## src/rtl/serial_scrambler.sv

```systemverilog
// serial_scrambler: additive x^7+x^4+1 LFSR scrambler that serialises accepted
// bytes LSB first, one bit per rising edge of the divided bit clock. The bit
// clock is sampled on clk and edge-detected; nothing here runs on bit_clk.
module serial_scrambler #(
  parameter int                DATA_W = 8,
  parameter int                LFSR_W = 7,
  parameter int                TAP_A  = 6,
  parameter int                TAP_B  = 3,
  parameter logic [LFSR_W-1:0] SEED   = 7'h7F
) (
  input  logic              clk,
  input  logic              rst_n,
  input  logic              bit_clk,
  input  logic [DATA_W-1:0] in_data,
  input  logic              in_valid,
  output logic              in_ready,
  input  logic              seed_load,
  output logic              ser_out,
  output logic              ser_valid,
  output logic              frame_sop
);

  localparam int              CNT_W    = (DATA_W > 1) ? $clog2(DATA_W) : 1;
  localparam logic [CNT_W-1:0] LAST_BIT = CNT_W'(DATA_W - 1);

  localparam logic [0:0] S_IDLE  = 1'b0;
  localparam logic [0:0] S_SHIFT = 1'b1;

  logic [0:0]        state_q,     state_d;
  logic [LFSR_W-1:0] lfsr_q,      lfsr_d;
  logic [CNT_W-1:0]  bit_cnt_q,   bit_cnt_d;
  logic [DATA_W-1:0] shreg_q,     shreg_d;
  logic              bit_clk_q;
  logic              ser_out_q,   ser_out_d;
  logic              ser_valid_q, ser_valid_d;
  logic              frame_sop_q, frame_sop_d;
  logic              seed_pend_q, seed_pend_d;

  logic tick;
  logic shift_tick;
  logic last_tick;
  logic fb;
  logic accept;

  assign tick       = bit_clk & ~bit_clk_q;
  assign shift_tick = (state_q == S_SHIFT) & tick;
  assign last_tick  = shift_tick & (bit_cnt_q == LAST_BIT);
  assign fb         = lfsr_q[TAP_A] ^ lfsr_q[TAP_B];
  // Ready in IDLE, and for the single last-bit tick cycle so bytes run gapless.
  assign in_ready   = (state_q == S_IDLE) | last_tick;
  assign accept     = in_valid & in_ready;

  // Next-state logic: byte acceptance, per-tick scrambling and deferred reseed.
  always_comb begin
    state_d     = state_q;
    lfsr_d      = lfsr_q;
    bit_cnt_d   = bit_cnt_q;
    shreg_d     = shreg_q;
    ser_out_d   = ser_out_q;
    ser_valid_d = 1'b0;
    frame_sop_d = 1'b0;
    seed_pend_d = seed_pend_q;

    case (state_q)
      S_IDLE: begin
        // Nothing in flight, so a reseed takes effect at once and also
        // covers a byte accepted in this same cycle.
        seed_pend_d = 1'b0;
        if (seed_load) begin
          lfsr_d = SEED;
        end
        if (accept) begin
          shreg_d   = in_data;
          bit_cnt_d = '0;
          state_d   = S_SHIFT;
        end
      end

      S_SHIFT: begin
        // A reseed mid-byte is parked until the byte boundary.
        if (seed_load) begin
          seed_pend_d = 1'b1;
        end
        if (shift_tick) begin
          ser_out_d   = shreg_q[bit_cnt_q] ^ fb;
          lfsr_d      = {lfsr_q[LFSR_W-2:0], fb};
          ser_valid_d = 1'b1;
          frame_sop_d = (bit_cnt_q == '0);
          bit_cnt_d   = bit_cnt_q + CNT_W'(1);
        end
        if (last_tick) begin
          bit_cnt_d = '0;
          if (seed_pend_q | seed_load) begin
            lfsr_d      = SEED;
            seed_pend_d = 1'b0;
          end
          if (accept) begin
            shreg_d = in_data;
          end else begin
            state_d = S_IDLE;
          end
        end
      end

      default: begin
        state_d = S_IDLE;
      end
    endcase
  end

  // State registers; async reset returns every register to its idle value.
  always_ff @(posedge clk or negedge rst_n) begin
    if (!rst_n) begin
      state_q     <= S_IDLE;
      lfsr_q      <= SEED;
      bit_cnt_q   <= '0;
      shreg_q     <= '0;
      bit_clk_q   <= 1'b0;
      ser_out_q   <= 1'b0;
      ser_valid_q <= 1'b0;
      frame_sop_q <= 1'b0;
      seed_pend_q <= 1'b0;
    end else begin
      state_q     <= state_d;
      lfsr_q      <= lfsr_d;
      bit_cnt_q   <= bit_cnt_d;
      shreg_q     <= shreg_d;
      bit_clk_q   <= bit_clk;
      ser_out_q   <= ser_out_d;
      ser_valid_q <= ser_valid_d;
      frame_sop_q <= frame_sop_d;
      seed_pend_q <= seed_pend_d;
    end
  end

  assign ser_out   = ser_out_q;
  assign ser_valid = ser_valid_q;
  assign frame_sop = frame_sop_q;

endmodule

```

## config.mk

```make
export PLATFORM = sky130hd
export DESIGN_NAME = serial_scrambler
export DESIGN_NICKNAME = d
export VERILOG_FILES = /design/src/rtl/serial_scrambler.sv
export SDC_FILE = /design/constraint.sdc
export NUM_CORES = 1
export LEC_CHECK = 0
export BUFFER_PORTS_ARGS = -buffer_cell sky130_fd_sc_hd__buf_2
export CORE_UTILIZATION = 57
export CTS_CLUSTER_SIZE = 16
export DETAILED_ROUTE_END_ITERATION = 10
export PLACE_DENSITY = 0.82
export SLEW_MARGIN = 25
export SYNTH_ARGS = -nofsm -noshare
export SYNTH_HDL_FRONTEND = slang
export SYNTH_SLANG_ARGS = --single-unit
export TNS_END_PERCENT = 30
```

## constraint.sdc

```tcl
create_clock -name clk -period 5.1 [get_ports clk]
set_input_delay 0.51 -clock clk [delete_from_list [all_inputs] [get_ports clk]]
set_output_delay 0.51 -clock clk [all_outputs]
set_load 0.05 [all_outputs]
```

==> results.md, run 1 <==
* CTS tree: built
* Synth top area share at 41.6%
* Worst min path class: in -> async
* Place WS at 3130 ps
* Filler cell count at 115
* Gr usage total at 20.7%
* R2r setup slk at 3130 ps
* Net Count, Synth at 91
* Port bufs at 16
* IO Count at 17
* Final Hold Viols at 0
* Post-synth EDFFs at 0
* Routed Antenna Nets at 0
* Die width at 44.4 µm
* Initial Utilization at 64.2%
* Total design power at 645 µW
* Synth top area cells: dfrtp_1 (42%), dfstp_2 (18%), mux2_1 (8.8%)
* H-Tree Depth at 1
* Status: finished clean
* Crit path time final at 2240 ps
* Worst hold margin at 137 ps
* Root buf cell: clkbuf_4
* Avg Vias per Cell at 5.42
* Rows at 14
* Pre-Repair DR Iteration Count at 4
* Peak VDD IR at 366 µV
* Seq pwr share at 50.0%
* Routed vias at 639
* Post-synth design cell area at 1020 µm²
* Final core occ at 74.1%
* Cts bufs inserted at 3
* Post-layout instance area at 1180 µm²
* Hold-fix buffers, CTS at 0
* Crit path arrival time at 1730 ps
* Comb pwr share at 29.0%
* Syn-to-layout area delta at 15.4%
* Residual DRC at 0
* DRT Wirelength at 1710 µm
* Ys Warns at 0
* Register bit total from synthesis at 24
* # Max-Cap Violations at 0
* Core box area at 1590 µm²
* PD cells at 546 nW/µm²
* # diodes at 0
* Die area at 1970 µm²
* Sw Ratio at 30.1%
* RSZ-0062 raised after global routing: no
* Leading area contributor after synthesis: dfrtp_1
* Vias in the first global route at 653
* Cell Area, Placed at 1130 µm²
* Critical path class: reg -> out
* Final setup margin at 2860 ps
* Post-synth ARST share at 100%
* Crit path capture type: primary output
* Die H at 44.4 µm
* Max FO, Critical Path at 7
* Crit share post-route at 43.9%
* NumNets Final at 111
* Sink Count at 24
* Final setup violation count at 0
* Pin count of the biggest net entering global routing at 25
* Post-Syn Instances at 75
* GP Congestion at 0.821
* Clock network fraction of design power at 21.0%
* Placed Cells incl. Taps at 114
* Fmax at 447 MHz
* Final slew viol count at 0
* Clock latency on the worst-skew pair at 320 ps
* Leak pwr at 0.562 nW
* Slew HR at 66.7%
* Clock Tree Buf Depth at 2
* Initial drt markers at 3
* Synth unique cells at 23
* Post_cts resized at 0
* Setup bufs post-CTS at 0
* First-pass GRT wire length at 2860 µm
* CP required at 4590 ps
* Post-synthesis sequential area ratio at 59.5%
* Share of cells above drive strength 1 at 30.9%
* Syn_area_per_cell at 13.6 µm²
* Clock Pin Slew Worst Setup and Hold Paths at 130 ps
* Int Pwr at 451 µW
* Setup TNS at 0 ps
* Final non-filler cell total at 118
* Commonest register cell after synthesis: dfrtp_1
* Startpoint types: register
* Worst slew pin tran at 500 ps
* HPWL Detailed at 1180 µm
* Sw Pwr at 194 µW
* Grt ovf at 0
* Routed len/inst at 14.5 µm
* Initial antenna violation count at 0
* Layout Skew at 8.58 ps
## per-layer routing
metal  track usage, %  vias up  wire length [µm]
met3             2.45        4                54
met1             27.1      309               806
met5                0        -                 0
met2             33.8       18               816
met4             10.9        0                32
li1                 -      308                 -
## kinds of logic (layout without fill, tap and decap cells)
| group | Yosys count | in the layout | synth area share [%] |
|---|---|---|---|
| flip-flops | 24 | 24 | 59.5 |
| AO/OA/AOI/OAI | 15 | 15 | 10.5 |
| AND/OR/NAND/NOR | 14 | 14 | 6.72 |
| multiplexers | 12 | 12 | 15.9 |
| buffers and inverters | 5 | 24 | 1.96 |
| adder cells (fa/ha/maj) | 3 | 3 | 3.67 |
| XOR/XNOR | 2 | 2 | 1.71 |
## cells in the mapped netlist, types with 3 or more instances
master and instances:
o22a_1 6, o21ai_1 3, dfrtp_1 17, nor2_1 3, ha_1 3, nand2_1 6
mux2_1 8, dfstp_2 7
## power by group through the flow
stage / clock (mW) / combinational (mW) / sequential [mW]
after floorplan: 0 / 0.135 / 0.325
after global routing: 0.144 / 0.205 / 0.330
final: 0.136 / 0.187 / 0.322
after global placement: 0 / 0.180 / 0.321
after detailed placement: 0 / 0.186 / 0.324
after CTS: 0.139 / 0.189 / 0.323
## worst max-delay path, cell delays in order, from the launching register on
cell and delay [ps]:
dfrtp_1 470, ha_1 190, ha_1 170, nand3b_1 90
nand2_1 200, buf_2 310
## area by class of cell
cell class,instances,area (µm²),area share [%]
Clock inverter,1,30.0,2.54
Tap cell,24,30.0,2.54
Sequential cell,24,609,51.6
Clock buffer,3,22.5,1.91
Multi-Input combinational cell,46,394,33.4
Inverter,4,15.0,1.27
Timing Repair Buffer,16,80.1,6.78
## registers in the layout, indices dropped and copies added (netlist names)
register and cells:
bit_clk_q 1, seed_pend_q 1, bit_cnt_q 3, shreg_q 8
state_q 1, ser_out 1, ser_valid 1, lfsr_q 7
frame_sop 1
## worst paths after layout
path                         startpoint         end  depth (start not counted)
min in group clk                bit_clk   bit_clk_q                          1
max in group asynchronous         rst_n   lfsr_q[3]                          1
setup / recovery           bit_cnt_q[0]    in_ready                          5
setup reg to reg           bit_cnt_q[0]  shreg_q[0]                          6
hold / removal                    rst_n     state_q                          1
hold reg to reg                 ser_out     ser_out                          2
## cell usage in the layout (no fill, tap or decap), types with 2 or more instances in the layout
cell      count
a21o_1        2
buf_2        16
clkbuf_4      3
dfrtp_1      17
dfstp_2       7
ha_1          3
inv_1         2
inv_2         2
mux2_1        8
mux2i_1       2
mux4_1        2
nand2_1       6
nand3b_1      2
nor2_1        3
o21ai_1       3
o22a_1        6
xnor2_1       2
No activity file was read; power rests on OpenSTA's default activity.
==> inputs of run 2 (changes only) <==
ABC_AREA = 1   (was default)
CORE_UTILIZATION = 54   (was 57)
PLACE_DENSITY = 0.77   (was 0.82)
clock period = 2.1 ns   (was 5.1 ns; I/O delays follow)
==> results.md, run 2 <==
* Status: finished clean
* Register bit total from synthesis at 24
* Setup bufs post-CTS at 0
* Cell Area, Placed at 1250 µm²
* H-Tree Depth at 1
* Setup TNS at 0 ps
* Cts bufs inserted at 3
* Synth top area cells: dfrtp_1 (37%), dfstp_2 (16%), inv_1 (8.2%)
* Place WS at 505 ps
* CP required at 1890 ps
* Sw Pwr at 550 µW
* Rows at 16
* Max FO, Critical Path at 6
* Most common cell after layout, fill and taps aside: inv_1
* Clock Tree Buf Depth at 2
* Final setup margin at 160 ps
* Hold Path Cell Cnt at 1
* Worst min path class: in -> reg
* Largest Register: shreg_q
* Routed Antenna Nets at 0
* Total design power at 1.45 mW
* NumNets Final at 171
* Synth cell count leaders: inv_1 (25), nand2_1 (24), dfrtp_1 (17), nor2_1 (17), a21oi_1 (13)
* Mux contribution to synthesized area at 0%
* Crit share post-route at 92.4%
* HPWL Detailed at 1600 µm
* Clock network fraction of design power at 14.7%
* Post-synthesis simple-gate area fraction at 21.7%
* Sink Count at 24
* Clock Pin Slew Worst Setup and Hold Paths at 140 ps
* Share of cells above drive strength 1 at 20.1%
* Final setup violation count at 0
* Crit path time final at 1940 ps
* Final non-filler cell total at 181
* Grt ovf at 0
* Post_cts resized at 0
* Initial Utilization at 57.8%
* IO Count at 17
* Commonest register cell after synthesis: dfrtp_1
* Gr usage total at 23.5%
* Pre-Repair DR Iteration Count at 4
* Post-synth EDFFs at 0
* Final core occ at 64.8%
* Synth unique cells at 18
* Synth top area share at 37.2%
* Initial drt markers at 19
* Avg Vias per Cell at 5.10
* RSZ-0062 raised after global routing: no
* # diodes at 0
* Pin count of the biggest net entering global routing at 25
* Post-synth ARST share at 100%
* Final Hold Viols at 0
* # Max-Cap Violations at 0
* Routed len/inst at 11.9 µm
* Sw Ratio at 37.9%
* Commonest cells after routing, fill and taps aside: inv_1 (25), nand2_1 (24), nor2_1 (17), dfrtp_1 (17), buf_2 (16)
* Post-synthesis compound-gate area fraction at 11.5%
* Comb pwr share at 34.7%
* Int Pwr at 902 µW
* Crit path arrival time at 1730 ps
* Post-synth design cell area at 1140 µm²
* Post-synthesis sequential area ratio at 53.2%
* Syn-to-layout area delta at 12.1%
* Syn_area_per_cell at 8.54 µm²
* DRT Wirelength at 2150 µm
* Port bufs at 16
* Placed Cells incl. Taps at 176
* Startpoint types: register
* Largest register FFs at 8
* Ys Warns at 0
* Root buf cell: clkbuf_4
* Post-Synth XOR/XNOR Area at 0.765%
* Seq pwr share at 50.6%
* Slew HR at 65.7%
* First-pass GRT wire length at 3650 µm
* Leading area contributor after synthesis: dfrtp_1
* PD cells at 1130 nW/µm²
* Largest family of logic cells by synthesized area: simple AND/OR/NAND/NOR gates
* Routed vias at 923
* Leak pwr at 0.698 nW
* Final slew viol count at 0
* Worst slew pin tran at 509 ps
* R2R depth at 4
* Fmax at 516 MHz
* Die width at 48.0 µm
* Net Count, Synth at 150
* Initial antenna violation count at 0
* Largest regs: shreg_q (8), lfsr_q (7), bit_cnt_q (3)
* CTS tree: built
* Worst hold margin at 19.0 ps
* Critical path class: reg -> out
* Die H at 48.0 µm
* Post-Syn Instances at 134
* Post-Synth Adder-Cell Area at 3.28%
* Vias in the first global route at 906
* Layout Skew at 18.4 ps
* Clock latency on the worst-skew pair at 330 ps
* Most numerous cell in the Yosys netlist: inv_1
* Peak VDD IR at 657 µV
* Post-layout instance area at 1280 µm²
* GP Congestion at 0.831
* Residual DRC at 0
* Crit path capture type: primary output
* Core box area at 1980 µm²
* Die area at 2310 µm²
## run 2: layout make-up
cell class | instances | area [µm²]
inverter | 26 | 97.6
clock buffer | 4 | 26.3
tap | 27 | 33.8
multi-input combinational | 83 | 427
fill | 173 | 698
sequential | 24 | 609
timing repair buffer | 17 | 90.1
## run 2: cells by family (layout without fill, tap and decap cells)
kind of cell    count (synthesis)  count (layout)
simple gates                   56              56
fa+ha+maj                       3               3
xor+xnor                        1               1
compound gates                 23              23
flops                          24              24
buf+inv                        27              47
## run 2: power by group through the flow
stage / logic, mW / clock network, mW / registers, mW
2_1_floorplan: 0.338 / 0 / 0.768
3_3_place_gp: 0.474 / 0 / 0.741
3_5_place_dp: 0.501 / 0 / 0.745
4_1_cts: 0.506 / 0.217 / 0.736
5_1_grt: 0.576 / 0.231 / 0.755
6_report: 0.504 / 0.214 / 0.734
## run 2: worst paths after layout
| kind | start | end | slack, ps |
|---|---|---|---|
| hold / removal | bit_clk | bit_clk_q | 20 |
| min in group asynchronous | rst_n | bit_clk_q | 370 |
| setup / recovery | bit_cnt_q[0] | in_ready | 160 |
| setup reg to reg | state_q | lfsr_q[4] | 440 |
| hold reg to reg | lfsr_q[1] | lfsr_q[1] | 470 |
| max in group asynchronous | rst_n | lfsr_q[4] | 1350 |
## run 2: timing repair
action                     in CTS  in global routing
hold endpoints to repair       17                  0
setup endpoints to repair       0                  0
hold buffers                    1                  0
## run 2: layer usage
| layer | GRT usage [%] | up-vias | wire length (µm) |
|---|---|---|---|
| li1 | - | 455 | - |
| met1 | 28.5 | 439 | 964 |
| met2 | 39.5 | 24 | 1080 |
| met3 | 4.53 | 5 | 71 |
| met4 | 12.2 | 0 | 38 |
| met5 | 0 | - | 0 |
## run 2: worst max-delay path, stage by stage (launching register included)
cell,delay (ps)
dfrtp_1,450
ha_1,180
ha_1,160
inv_1,70
o21ai_4,230
buf_2,300
